<file path="config.mk">
export PLATFORM = sky130hd
export DESIGN_NAME = bmp_stream_writer
export DESIGN_NICKNAME = d
export VERILOG_FILES = /design/src/rtl/bmp_pkg.sv /design/src/rtl/bmp_header_rom.sv /design/src/rtl/bmp_stream_writer.sv
export VERILOG_INCLUDE_DIRS = /design/src /design/src/rtl
export SDC_FILE = /design/constraint.sdc
export NUM_CORES = 1
export LEC_CHECK = 0
export ABC_AREA = 1
export CAP_MARGIN = 20
export CORE_MARGIN = 3
export CORE_UTILIZATION = 52
export DETAILED_ROUTE_END_ITERATION = 16
export GPL_TIMING_DRIVEN = 1
export PLACE_DENSITY = 0.69
export SETUP_SLACK_MARGIN = 0.15
export SLEW_MARGIN = 20
export SYNTH_ARGS = -nofsm -noshare
export SYNTH_HDL_FRONTEND = slang
export SYNTH_SLANG_ARGS = --single-unit
</file>
<file path="constraint.sdc">
create_clock -name clk -period 23.7 [get_ports clk]
set_clock_uncertainty 0.15 [all_clocks]
set_input_delay 3.555 -clock clk [delete_from_list [all_inputs] [get_ports clk]]
set_output_delay 3.555 -clock clk [all_outputs]
set_load 0.1 [all_outputs]
</file>
<file path="src/rtl/global.vh">
// Project-wide data widths shared by the image pipeline blocks.
`ifndef GLOBAL_VH
`define GLOBAL_VH
`define PIXEL_SIZE 24
`define CHANNEL_SIZE 8
`endif

</file>
<file path="src/rtl/bmp_pkg.sv">
// Shared constants, state type and byte-extraction helper for the BMP stream writer.
package bmp_pkg;

   localparam int unsigned BMP_HEADER_BYTES = 32'd54;
   localparam int unsigned BMP_DIB_SIZE     = 32'd40;
   localparam int unsigned BMP_BPP          = 32'd24;
   localparam int unsigned BMP_PPM          = 32'd2835;

   typedef enum logic [2:0] {
      ST_IDLE   = 3'd0,
      ST_HEADER = 3'd1,
      ST_PIXEL  = 3'd2,
      ST_PAD    = 3'd3,
      ST_DONE   = 3'd4
   } bmp_state_e;

   // Little-endian byte 'sel' of a 32-bit header word.
   function automatic logic [7:0] le_byte(input logic [31:0] word, input logic [1:0] sel);
      return word[{sel, 3'd0} +: 8];
   endfunction

endpackage

</file>
<file path="src/rtl/bmp_header_rom.sv">
// Combinational lookup of the 54-byte BMP file header. Every field from offset 2
// onward is 4-byte aligned relative to offset 2, so the header is treated as 13 words.
`include "global.vh"
module bmp_header_rom
   import bmp_pkg::*;
#(
   parameter int DIM_W = 16
) (
   input  logic [5:0]                 idx_i,
   input  logic [DIM_W-1:0]           width_i,
   input  logic [DIM_W-1:0]           height_i,
   input  logic [31:0]                image_size_i,
   input  logic [31:0]                file_size_i,
   output logic [`CHANNEL_SIZE-1:0]   byte_o
);

   logic [5:0]  rel_s;
   logic [31:0] word_s;

   assign rel_s = idx_i - 6'd2;

   // Select the header word that holds the requested byte.
   always_comb begin
      word_s = 32'd0;
      case (rel_s[5:2])
         4'd0:    word_s = file_size_i;
         4'd1:    word_s = 32'd0;
         4'd2:    word_s = BMP_HEADER_BYTES;
         4'd3:    word_s = BMP_DIB_SIZE;
         4'd4:    word_s = 32'(width_i);
         4'd5:    word_s = 32'(height_i);
         4'd6:    word_s = {16'(BMP_BPP), 16'd1};
         4'd7:    word_s = 32'd0;
         4'd8:    word_s = image_size_i;
         4'd9:    word_s = BMP_PPM;
         4'd10:   word_s = BMP_PPM;
         default: word_s = 32'd0;
      endcase
   end

   // Signature bytes first, then the little-endian word fields.
   always_comb begin
      if (idx_i == 6'd0) begin
         byte_o = 8'h42;
      end else if (idx_i == 6'd1) begin
         byte_o = 8'h4D;
      end else begin
         byte_o = le_byte(word_s, rel_s[1:0]);
      end
   end

endmodule

</file>
<file path="src/rtl/bmp_stream_writer.sv">
// Streams a 24-bpp bottom-up BMP file (header, B/G/R pixel bytes, row padding)
// through a single registered output slot at up to one byte per cycle.
`include "global.vh"
module bmp_stream_writer
   import bmp_pkg::*;
#(
   parameter int DIM_W = 16
) (
   input  logic                      clk,
   input  logic                      reset_n,
   input  logic                      en,
   input  logic                      start,
   input  logic [DIM_W-1:0]          width,
   input  logic [DIM_W-1:0]          height,
   input  logic                      pix_valid,
   output logic                      pix_ready,
   input  logic [`PIXEL_SIZE-1:0]    pix_data,
   output logic                      out_valid,
   input  logic                      out_ready,
   output logic [`CHANNEL_SIZE-1:0]  out_data,
   output logic                      out_last,
   output logic                      busy,
   output logic                      done
);

   localparam logic [DIM_W-1:0] DIM_ZERO = {DIM_W{1'b0}};
   localparam logic [DIM_W-1:0] DIM_ONE  = {{(DIM_W-1){1'b0}}, 1'b1};
   localparam logic [5:0]       HDR_LAST = 6'(BMP_HEADER_BYTES - 32'd1);
   localparam int               BUF_W    = `PIXEL_SIZE - `CHANNEL_SIZE;

   bmp_state_e               state_q, state_d;
   logic [DIM_W-1:0]         width_q, width_d, height_q, height_d;
   logic [DIM_W-1:0]         col_q, col_d, row_q, row_d;
   logic [31:0]              image_size_q, image_size_d, file_size_q, file_size_d;
   logic                     empty_q, empty_d;
   logic [5:0]               hdr_idx_q, hdr_idx_d;
   logic [BUF_W-1:0]         pix_buf_q, pix_buf_d;
   logic [1:0]               pix_left_q, pix_left_d, pad_left_q, pad_left_d;
   logic                     out_valid_q, out_valid_d, out_last_q, out_last_d;
   logic [`CHANNEL_SIZE-1:0] out_data_q, out_data_d;
   logic                     busy_q, done_q;

   logic                     consume_s, slot_free_s, pix_ready_s, row_end_s, last_row_s;
   logic [31:0]              area_s;
   logic [`CHANNEL_SIZE-1:0] hdr_byte_s;

   assign consume_s   = en && out_valid_q && out_ready;
   assign slot_free_s = !out_valid_q || out_ready;
   assign row_end_s   = (col_q == width_q);
   assign last_row_s  = (row_q == height_q - DIM_ONE);
   assign area_s      = (32'(width) * 32'd3 + {30'd0, width[1:0]}) * 32'(height);

   bmp_header_rom #(.DIM_W(DIM_W)) u_hdr (
      .idx_i        (hdr_idx_q),
      .width_i      (width_q),
      .height_i     (height_q),
      .image_size_i (image_size_q),
      .file_size_i  (file_size_q),
      .byte_o       (hdr_byte_s)
   );

   // Next-state, counter and output-slot logic; nothing moves while en is low.
   always_comb begin
      state_d      = state_q;
      width_d      = width_q;
      height_d     = height_q;
      col_d        = col_q;
      row_d        = row_q;
      image_size_d = image_size_q;
      file_size_d  = file_size_q;
      empty_d      = empty_q;
      hdr_idx_d    = hdr_idx_q;
      pix_buf_d    = pix_buf_q;
      pix_left_d   = pix_left_q;
      pad_left_d   = pad_left_q;
      out_valid_d  = out_valid_q;
      out_last_d   = out_last_q;
      out_data_d   = out_data_q;
      pix_ready_s  = 1'b0;
      if (en) begin
         if (consume_s) begin
            out_valid_d = 1'b0;
            out_last_d  = 1'b0;
         end else begin
            out_valid_d = out_valid_q;
            out_last_d  = out_last_q;
         end
         if (out_last_q) begin
            // The final byte is parked in the slot; the frame ends once it is taken.
            if (consume_s) begin
               state_d = ST_DONE;
            end else begin
               state_d = state_q;
            end
         end else begin
            case (state_q)
               ST_IDLE: begin
                  if (start) begin
                     width_d      = width;
                     height_d     = height;
                     image_size_d = area_s;
                     file_size_d  = area_s + BMP_HEADER_BYTES;
                     empty_d      = (width == DIM_ZERO) || (height == DIM_ZERO);
                     hdr_idx_d    = 6'd0;
                     col_d        = DIM_ZERO;
                     row_d        = DIM_ZERO;
                     pix_left_d   = 2'd0;
                     pad_left_d   = 2'd0;
                     state_d      = ST_HEADER;
                  end else begin
                     state_d = ST_IDLE;
                  end
               end
               ST_HEADER: begin
                  if (slot_free_s) begin
                     out_data_d  = hdr_byte_s;
                     out_valid_d = 1'b1;
                     hdr_idx_d   = hdr_idx_q + 6'd1;
                     if (hdr_idx_q == HDR_LAST) begin
                        if (empty_q) begin
                           out_last_d = 1'b1;
                        end else begin
                           state_d = ST_PIXEL;
                        end
                     end else begin
                        state_d = ST_HEADER;
                     end
                  end else begin
                     state_d = ST_HEADER;
                  end
               end
               ST_PIXEL: begin
                  if (slot_free_s) begin
                     if (pix_left_q == 2'd0) begin
                        pix_ready_s = 1'b1;
                        if (pix_valid) begin
                           out_data_d  = pix_data[`CHANNEL_SIZE-1:0];
                           pix_buf_d   = pix_data[`PIXEL_SIZE-1:`CHANNEL_SIZE];
                           pix_left_d  = 2'd2;
                           out_valid_d = 1'b1;
                           col_d       = col_q + DIM_ONE;
                        end else begin
                           pix_left_d = 2'd0;
                        end
                     end else begin
                        out_data_d  = pix_buf_q[`CHANNEL_SIZE-1:0];
                        pix_buf_d   = {{`CHANNEL_SIZE{1'b0}}, pix_buf_q[BUF_W-1:`CHANNEL_SIZE]};
                        pix_left_d  = pix_left_q - 2'd1;
                        out_valid_d = 1'b1;
                        // Red byte of the row's final pixel: pad, next row, or end of file.
                        if ((pix_left_q == 2'd1) && row_end_s) begin
                           if (width_q[1:0] != 2'd0) begin
                              pad_left_d = width_q[1:0];
                              state_d    = ST_PAD;
                           end else begin
                              col_d = DIM_ZERO;
                              if (last_row_s) begin
                                 out_last_d = 1'b1;
                              end else begin
                                 row_d = row_q + DIM_ONE;
                              end
                           end
                        end else begin
                           state_d = ST_PIXEL;
                        end
                     end
                  end else begin
                     state_d = ST_PIXEL;
                  end
               end
               ST_PAD: begin
                  if (slot_free_s) begin
                     out_data_d  = {`CHANNEL_SIZE{1'b0}};
                     out_valid_d = 1'b1;
                     pad_left_d  = pad_left_q - 2'd1;
                     if (pad_left_q == 2'd1) begin
                        col_d = DIM_ZERO;
                        if (last_row_s) begin
                           out_last_d = 1'b1;
                        end else begin
                           row_d   = row_q + DIM_ONE;
                           state_d = ST_PIXEL;
                        end
                     end else begin
                        state_d = ST_PAD;
                     end
                  end else begin
                     state_d = ST_PAD;
                  end
               end
               ST_DONE: state_d = ST_IDLE;
               default: state_d = ST_IDLE;
            endcase
         end
      end else begin
         state_d = state_q;
      end
   end

   // State and datapath registers with synchronous active-low reset.
   always_ff @(posedge clk) begin
      if (!reset_n) begin
         state_q      <= ST_IDLE;
         width_q      <= DIM_ZERO;
         height_q     <= DIM_ZERO;
         col_q        <= DIM_ZERO;
         row_q        <= DIM_ZERO;
         image_size_q <= 32'd0;
         file_size_q  <= 32'd0;
         empty_q      <= 1'b0;
         hdr_idx_q    <= 6'd0;
         pix_buf_q    <= {BUF_W{1'b0}};
         pix_left_q   <= 2'd0;
         pad_left_q   <= 2'd0;
         out_valid_q  <= 1'b0;
         out_last_q   <= 1'b0;
         out_data_q   <= {`CHANNEL_SIZE{1'b0}};
         busy_q       <= 1'b0;
         done_q       <= 1'b0;
      end else begin
         state_q      <= state_d;
         width_q      <= width_d;
         height_q     <= height_d;
         col_q        <= col_d;
         row_q        <= row_d;
         image_size_q <= image_size_d;
         file_size_q  <= file_size_d;
         empty_q      <= empty_d;
         hdr_idx_q    <= hdr_idx_d;
         pix_buf_q    <= pix_buf_d;
         pix_left_q   <= pix_left_d;
         pad_left_q   <= pad_left_d;
         out_valid_q  <= out_valid_d;
         out_last_q   <= out_last_d;
         out_data_q   <= out_data_d;
         busy_q       <= (state_d != ST_IDLE);
         done_q       <= (state_d == ST_DONE);
      end
   end

   assign pix_ready = pix_ready_s && reset_n;
   assign out_valid = out_valid_q;
   assign out_data  = out_data_q;
   assign out_last  = out_last_q;
   assign busy      = busy_q;
   assign done      = done_q;

endmodule

</file>
==> impl_metrics.yaml, run 1 <==
critical_path:
  cpMostUsedCell: "nand2_1"
  r2r_slack_ns: 20.15
  cp_max_fo: 10
  crit_path_end_kind: "flip-flop"
  crit_path_top_delay_cell: "clkdlybuf4s50_1"
  slowest_delay_ns: 0.60
  r2r_start: "hdr_idx_q[1]$_SDFFE_PN0P_"
  startpoint: "width[2]"
  startpoint_type: "primary input"
  endpoint: "file_size_q[29]$_SDFFE_PN0P_"
  r2r_cells: 15
  reg2reg_to: "out_data[1]$_SDFFE_PN0P_"
  worstPathArrival_ns: 12.29
  cp.required_ns: 23.90
  critPathKind: "in2reg"
cts:
  clk_latency_ns: 0.45
  clk_pin_slew_worst_paths_ns: 0.07
  cts_tree: "yes"
  htreeDepth: 4
  root_buffer: "clkbuf_16"
  cts-resized-gates: 0
  clockBufferDepth: 2
  cts_buffers: 17
  ctsHoldBuffers: 0
  cts.sinks: 168
  cts_setup_buffers: 0
drt:
  ant_nets: 0
  dr.pass1.iters: 6
  drt-wirelength-per-cell_um: 18.51
  via_per_inst: 5.446
  wirelength_mm: 65.49
  drcViolationCount: 0
  drtIter0Drc: 1669
  vias: 19269
yosys:
  synth_compound_area_frac: 0.1068
  synth-edff-count: 0
  synth_area_um2: 20390
  synth-simple-area-share: 0.2804
  netlist_instances: 2991
  synth_area_leader_cell: "fa_1"
  synth.avg_cell_area_um2: 6.819
  synth_async_sr_flop_share: 0
  synth_ff_type: "dfxtp_1"
  synth_top_family_by_area: "adder cells"
  synthDistinctLibCells: 63
  synthMuxAreaShare: 0
  synth_seq_cells: 168
  syn-num-nets: 3401
  synth_xor_xnor_area_share: 0.02583
  synth_area_leaders: "fa_1, dfxtp_1, nand2_1"
  synth_top_area_share: 0.2032
  yosys_warnings: 0
  yosys.area_share.adder: 0.2897
  seq_area_frac_synth: 0.1649
sta:
  setup_violations: 0
  fin_crit_ns: 12.10
  relSlewSlack: 0.3226
  rsz0062_at_grt: "no"
  hold_violations: 0
  drv_slew: 0
  setup_ws_ns: 11.60
  tightestPinTransition_ns: 1.013
  post-route-period-util: 0.5104
  whs_ns: 0.3195
  tns_ns: 0
  fmax_mhz: 82.66
job:
  drv_cap: 0
place:
  gp_congestion: 1.034
  portBuffers: 74
  preCtsSetupSlack_ns: 11.27
  dp_hpwl_mm: 52.87
global_route:
  gr-usage-all-layers: 0.3228
  overflow: 0
  grt_pass1_wl_mm: 105.3
  grt_max_degree: 100
  antenna_found_initial: 0
  grt_pass1_vias: 18978
status:
  outcome: "completed"
cells_and_area:
  nets: 3424
  final_util: 0.5787
  fill_cells: 3744
  final_common_cell: "nand2_1"
  final_cell_mix: "nand2_1, inv_1, nor2_1"
  drive_above_1_share: 0.05021
  antennaDiodeCount: 0
  area_growth_pct: 8.399
floorplan:
  core_area_um2: 38200
  initial_core_util: 0.5339
  die_y_um: 204.0
  std_cell_rows: 71
  die_w_um: 204.0
  dieArea_um2: 41630
  io-pin-count: 75
min_path:
  hold_path_class: "reg2reg"
[stage by stage]
stage               instances  area, µm²
finish                   3538      22110
global route             3538      22110
CTS                      3538      22110
detailed placement       3506      21520
global placement         3506      21520
floorplan                2991      20390
[sequential cells by signal (all words and copies together), names as in the netlist, 6 cells and up]
register / count
width_q: 16
col_q: 16
height_q: 16
file_size_q: 31
image_size_q: 31
row_q: 16
out_data: 8
pix_buf_q: 16
hdr_idx_q: 6
[per-layer routing]
layer | up-vias | global-route usage | part of all wire
met4 | 0 | 0.06980 | 0.019
met1 | 9169 | 0.4689 | 0.45
met3 | 86 | 0.06370 | 0.089
met5 | - | 0 | 0
met2 | 724 | 0.5014 | 0.44
li1 | 9290 | - | -
[cell type report]
class,instances,area [µm²],share of cell area
clock buffers,20,466.7,0.02111
clock inverters,12,117.6,0.005320
inverters,615,2313,0.1046
multi-input cells,2121,14340,0.6487
flip-flops and latches,168,3363,0.1521
well taps,511,639.4,0.02892
repair buffers,91,865.8,0.03916
[cells in the mapped netlist (6+ instances only)]
library cell	number
o211ai_1	18
inv_1	583
or2_2	11
nand4_1	40
o2111ai_1	9
o21bai_1	6
a21oi_1	159
nand2_1	737
clkbuf_1	56
nand3_1	120
xor2_1	38
o21ai_1	10
buf_1	10
clkinv_1	13
a31oi_1	16
ha_1	141
nor3b_1	6
nand2_2	21
a21o_1	6
buf_4	6
nor4_1	9
nor3_1	30
nor2_1	289
o22ai_1	10
xnor2_1	14
nor2_2	18
nand3b_1	10
inv_2	17
and2_1	8
dfxtp_1	168
o21ai_0	132
fa_1	207
buf_2	12
[worst max-delay path: cells and delay by family]
kind	cells	cell delay (ns)
buffers and inverters	10	1.48
adder cells (fa/ha/maj)	9	4.14
AND/OR/NAND/NOR	22	2.96
AO/OA/AOI/OAI	1	0.15
[worst min path at each step]
stage          depth (start not counted)                         start                      endpoint  slack (ns)
2_1_floorplan                          2  file_size_q[27]$_SDFFE_PN0P_  file_size_q[27]$_SDFFE_PN0P_        0.30
3_5_place_dp                           2     pix_buf_q[8]$_SDFFE_PN0P_     pix_buf_q[8]$_SDFFE_PN0P_        0.31
6_report                               2    pix_buf_q[14]$_SDFFE_PN0P_    pix_buf_q[14]$_SDFFE_PN0P_        0.32
4_1_cts                                2    pix_buf_q[14]$_SDFFE_PN0P_    pix_buf_q[14]$_SDFFE_PN0P_        0.32
5_1_grt                                2    pix_buf_q[14]$_SDFFE_PN0P_    pix_buf_q[14]$_SDFFE_PN0P_        0.35
3_3_place_gp                           2    pix_buf_q[14]$_SDFFE_PN0P_    pix_buf_q[14]$_SDFFE_PN0P_        0.30
[kinds of logic (layout without fill, tap and decap cells)]
logic type,after synthesis,count (layout)
XOR/XNOR,56,56
AND/OR/NAND/NOR,1327,1327
adder cells (fa/ha/maj),348,348
buffers and inverters,702,738
flip-flops,168,168
AO/OA/AOI/OAI,390,390
Power of run 1 is left out: the tool's default activity adds up to more than one toggle a clock period on the data nets, which glitch-free logic cannot reach.
==> run 2: changes to the inputs <==
- clock period: 23.7 -> 11.6 ns (I/O delays scaled with it)
==> impl_metrics.yaml, run 2 (same netlist as run 1, synthesis figures left out) <==
status:
  outcome: "completed"
place:
  gp_congestion: 1.026
  preCtsSetupSlack_ns: 0.9884
  dp_hpwl_mm: 52.46
  portBuffers: 74
global_route:
  grt_pass1_vias: 18962
  grt_pass1_wl_mm: 102.7
  gr-usage-all-layers: 0.3160
  antenna_found_initial: 0
  grt_max_degree: 96
  overflow: 0
cts:
  cts_buffers: 17
  clk_latency_ns: 0.45
  ctsHoldBuffers: 0
  cts.sinks: 168
  clockBufferDepth: 2
  cts_tree: "yes"
  clk_pin_slew_worst_paths_ns: 0.07
  htreeDepth: 4
  cts-resized-gates: 0
  cts_setup_buffers: 0
  root_buffer: "clkbuf_16"
critical_path:
  worstPathArrival_ns: 10.46
  slowest_delay_ns: 0.83
  cp_max_fo: 6
  startpoint: "width[2]"
  cp.required_ns: 11.78
  cpMostUsedCell: "nand2_1"
  r2r_start: "hdr_idx_q[1]$_SDFFE_PN0P_"
  critPathKind: "in2reg"
  startpoint_type: "primary input"
  crit_path_end_kind: "flip-flop"
  crit_path_top_delay_cell: "xor2_1"
floorplan:
  io-pin-count: 75
  die_y_um: 204.0
  die_w_um: 204.0
  core_area_um2: 38200
  std_cell_rows: 71
  dieArea_um2: 41630
  initial_core_util: 0.5339
cells_and_area:
  final_common_cell: "nand2_1"
  fill_cells: 3741
  area_growth_pct: 8.730
  final_cell_mix: "nand2_1, inv_1, nor2_1"
  drive_above_1_share: 0.05053
  multi_input_area_um2: 14340
  regArea_um2: 3363
  final_util: 0.5805
  reg_top3: "file_size_q: 31 flops, image_size_q: 31 flops"
  nets: 3425
  antennaDiodeCount: 0
drt:
  drt-wirelength-per-cell_um: 18.34
  drcViolationCount: 0
  ant_nets: 0
  vias: 19355
  wirelength_mm: 64.92
  dr.pass1.iters: 6
  drtIter0Drc: 1873
  via_per_inst: 5.469
job:
  drv_cap: 0
min_path:
  worstHoldStart: "pix_buf_q[14]$_SDFFE_PN0P_"
  hold_path_class: "reg2reg"
sta:
  drv_slew: 0
  relSlewSlack: 0.3152
  fmax_mhz: 97.21
  setup_violations: 0
  fin_crit_ns: 10.29
  setup_ws_ns: 1.313
  hold_violations: 0
  tns_ns: 0
  post-route-period-util: 0.8868
  rsz0062_at_grt: "no"
  tightestPinTransition_ns: 1.024
run 2: path summary, 6_finish.rpt:
| check | end | slack [ns] | depth (start not counted) |
|---|---|---|---|
| worst max-delay path | file_size_q[27]$_SDFFE_PN0P_ | 1.31 | 34 |
| worst min-delay path | pix_buf_q[14]$_SDFFE_PN0P_ | 0.32 | 2 |
| worst max register to register | out_data[1]$_SDFFE_PN0P_ | 8.09 | 15 |
| worst min register to register | pix_buf_q[14]$_SDFFE_PN0P_ | 0.32 | 2 |
run 2: worst max-delay path: cells and delay by family:
kind            cells  cell delay [ns]
xor+xnor            1             0.83
compound gates      1             0.07
buf+inv             5             1.14
fa+ha+maj           9             4.17
simple gates       18             2.48
run 2: metal layers:
metal,GRT usage,vias up,wire [µm]
met3,0.08250,99,6552
met4,0.07619,0,1383
met2,0.4903,832,28340
met5,0,-,0
met1,0.4433,9131,28640
li1,-,9293,-
run 2: final cells by class:
| cell class | count | share of cell area |
|---|---|---|
| Tap cell | 511 | 0.02883 |
| Clock inverter | 13 | 0.008633 |
| Multi-Input combinational cell | 2121 | 0.6467 |
| Sequential cell | 168 | 0.1517 |
| Inverter | 615 | 0.1043 |
| Clock buffer | 19 | 0.02043 |
| Timing Repair Buffer | 92 | 0.03938 |
run 2: per-stage QoR:
step	hold slack [ns]	cell area, µm²	std cells
after floorplan	0.2954	20390	2991
after global placement	0.3021	21530	3507
after detailed placement	0.3053	21530	3507
after CTS	0.3157	22180	3539
after global routing	0.3399	22180	3539
final	0.3184	22180	3539
Power of run 2 is left out for the same reason.
==> run 3: changes to the inputs <==
- CTS_CLUSTER_DIAMETER: not set -> 60
- SKIP_LAST_GASP: not set -> 1
==> results of run 3 <==
Final layout, timing and power as in run 2 (identical DEF).
Power of run 3 is left out for the same reason.
==> edit (config.mk and constraints of run 3) <==
Make the reset (`reset_n`) asynchronous in one clocked block. Comments in the files are not updated.
--- a/src/rtl/bmp_stream_writer.sv
+++ b/src/rtl/bmp_stream_writer.sv
@@ -198,7 +198,7 @@
    end
 
    // State and datapath registers with synchronous active-low reset.
-   always_ff @(posedge clk) begin
+   always_ff @(posedge clk or negedge reset_n) begin
       if (!reset_n) begin
          state_q      <= ST_IDLE;
          width_q      <= DIM_ZERO;
Check against the original RTL: not settled (the Yosys comparison gave no result); the edit may change what the design does.
==> edit against run 3 <==
Cell area is 1.5% higher. Wire length is 1.0% lower. Register-to-register slack worse by 0.45 ns. Die area is 1.4% higher. Setup slack worse by 0.15 ns. Count of clock-buffer cells in the layout stayed put. Area after synthesis is 1.5% higher. Sequential cell count stayed put. Highest routed layer unchanged.
Power is left out: the tool's default activity adds up to more than one toggle a clock period on the data nets, which glitch-free logic cannot reach.
==> edit: results (changes against run 3) <==
- Ys async rst share: 1.000 (+1.000)
- CTS Buf Count: 17 (unchanged)
- Hold_buf cts: 0 (unchanged)
- Antenna diodes: 0 (unchanged)
- R2R setup slack: 7.64 ns (-0.45 ns)
- Final non-filler cell total: 3454 (-2.4%)
- Synth warn: 0 (unchanged)
- Place WS: 0.8305 ns (-0.1578 ns)
- FF-to-FF Start: hdr_idx_q[1]
- Synth cell types: 59 (-6.3%)
- Biggest regs: file_size_q (31), image_size_q (31)
- Synthesized Nets: 3298 (-3.0%)
- Post-Place Cells: 3423 (-2.4%)
- Dpl hpwl: 51720 um (-1.4%)
- R2R cell count: 15 (unchanged)
- Sequential fraction of the synthesis area: 0.2032 (+0.03825)
- Overall global routing resource usage: 0.3139 (-0.002094)
- Met3 usage: 0.04208 (-0.04042)
- GRT Residual Overflow: 0 (unchanged)
- Most used DFF post-synth: dfrtp_1
- Max H-tree Level: 4 (unchanged)
- Synth top cells by count: nand2_1, inv_1, nor2_1, fa_1, dfrtp_1
- Status: finished, final reports clean
- Worst Setup EP: file_size_q[30]
- Post_cts resized: 0 (unchanged)
- 1st-pass router iterations: 8 (+2)
- Layout cells sized above 1: 0.04394 (-0.006591)
- Slowest CP cell: fa_1
- End of the worst register-to-register path: out_data[0]
- Pin slew with the least headroom to its limit: 1.018 ns (-0.005984 ns)
- Clock Tree Root: clkbuf_16
- Iter 0 DRT Violations: 1612 (-14%)
- Slowest stage delay, CP: 0.62 ns (-0.21 ns)
- Critical Path AT: 10.63 ns (+0.17 ns)
- Via/cell ratio: 5.579 (+2.0%)
- Fin crit period: 10.44 ns (+0.1504 ns)
- Mean Syn Cell Area: 7.175 um^2 (+5.2%)
- Initial antenna violation count: 1 (+1)
- Placer Congestion: 1.004 (-2.1%)
- Filler cells: 3730 (-0.29%)
- Clock transition at the registers of the reported paths: 0.07 ns (about the same)
- # Post-CTS Setup Buffers: 0 (unchanged)
- Hold WC Path Type: flop to flop
- Maximum fanout along the worst path: 11 (+5)
- Largest net degree at the start of global routing: 110 (+15%)
- Area contributors post-synth: dfrtp_1, fa_1, nand2_1, inv_1, ha_1
- Vias in the first global route: 19257 (+1.6%)
- Crit path launch: width[0]
- Skew-Pair Late Insertion Delay: 0.45 ns (about the same)
- Met2 usage: 0.5302 (+0.03994)
- I/O Buffers: 74 (unchanged)
- Routed WL per cell: 18.60 um (+1.4%)
- First-pass GRT wire length: 103000 um (+0.30%)
- Clk buf depth: 2 (unchanged)
- Met1 Use GR: 0.3983 (-0.04501)
edit: cell count changes in the layout (fill, tap and decap cells not counted), moves of 28 or more:
cell / delta
dfxtp_1: -168
inv_1: -58
nand2_1: +29
a21oi_1: -63
dfrtp_1: +168
nand3_1: +28
edit: layout make-up:
cell class              instances  area share
well taps                     518     0.02880
clock inverters                12    0.005225
repair buffers                 97     0.04064
flip-flops and latches        168      0.1868
inverters                     539     0.08989
clock buffers                  19     0.01968
multi-input cells            2101      0.6290
edit: worst max-delay path, delay by kind of cell:
| family | cells | cell delay (ns) |
|---|---|---|
| AO/OA/AOI/OAI | 1 | 0.17 |
| adder cells (fa/ha/maj) | 9 | 4.03 |
| buffers and inverters | 9 | 1.41 |
| AND/OR/NAND/NOR | 23 | 3.26 |
edit: metrics by stage:
stage	cell area, um^2	util
2_1_floorplan	20690	-
3_3_place_gp	21940	0.5624
3_5_place_dp	21940	0.5624
4_1_cts	22500	0.5767
5_1_grt	22510	0.5770
6_report	22510	0.5770
edit: how the worst min path moves through the flow:
stage,slack (ns),start,endpoint,cells after the start
3_5_place_dp,0.32,image_size_q[20],image_size_q[20],2
6_report,0.33,image_size_q[20],image_size_q[20],2
2_1_floorplan,0.29,image_size_q[5],image_size_q[5],2
4_1_cts,0.34,image_size_q[20],image_size_q[20],2
5_1_grt,0.35,image_size_q[20],image_size_q[20],2
3_3_place_gp,0.31,image_size_q[5],image_size_q[5],2
edit: logic make-up after synthesis:
logic type      synth area share
simple gates              0.2810
buf+inv                   0.1136
fa+ha+maj                 0.2879
compound gates           0.08610
flops                     0.2032
xor+xnor                 0.02769
mux                    0.0005441
edit: layer usage:
layer,wire (um),part of all wire,vias to the layer above
li1,-,-,9050
met1,26240,0.41,9385
met2,30530,0.48,672
met3,3918,0.061,162
met4,3550,0.055,0
met5,0,0,-
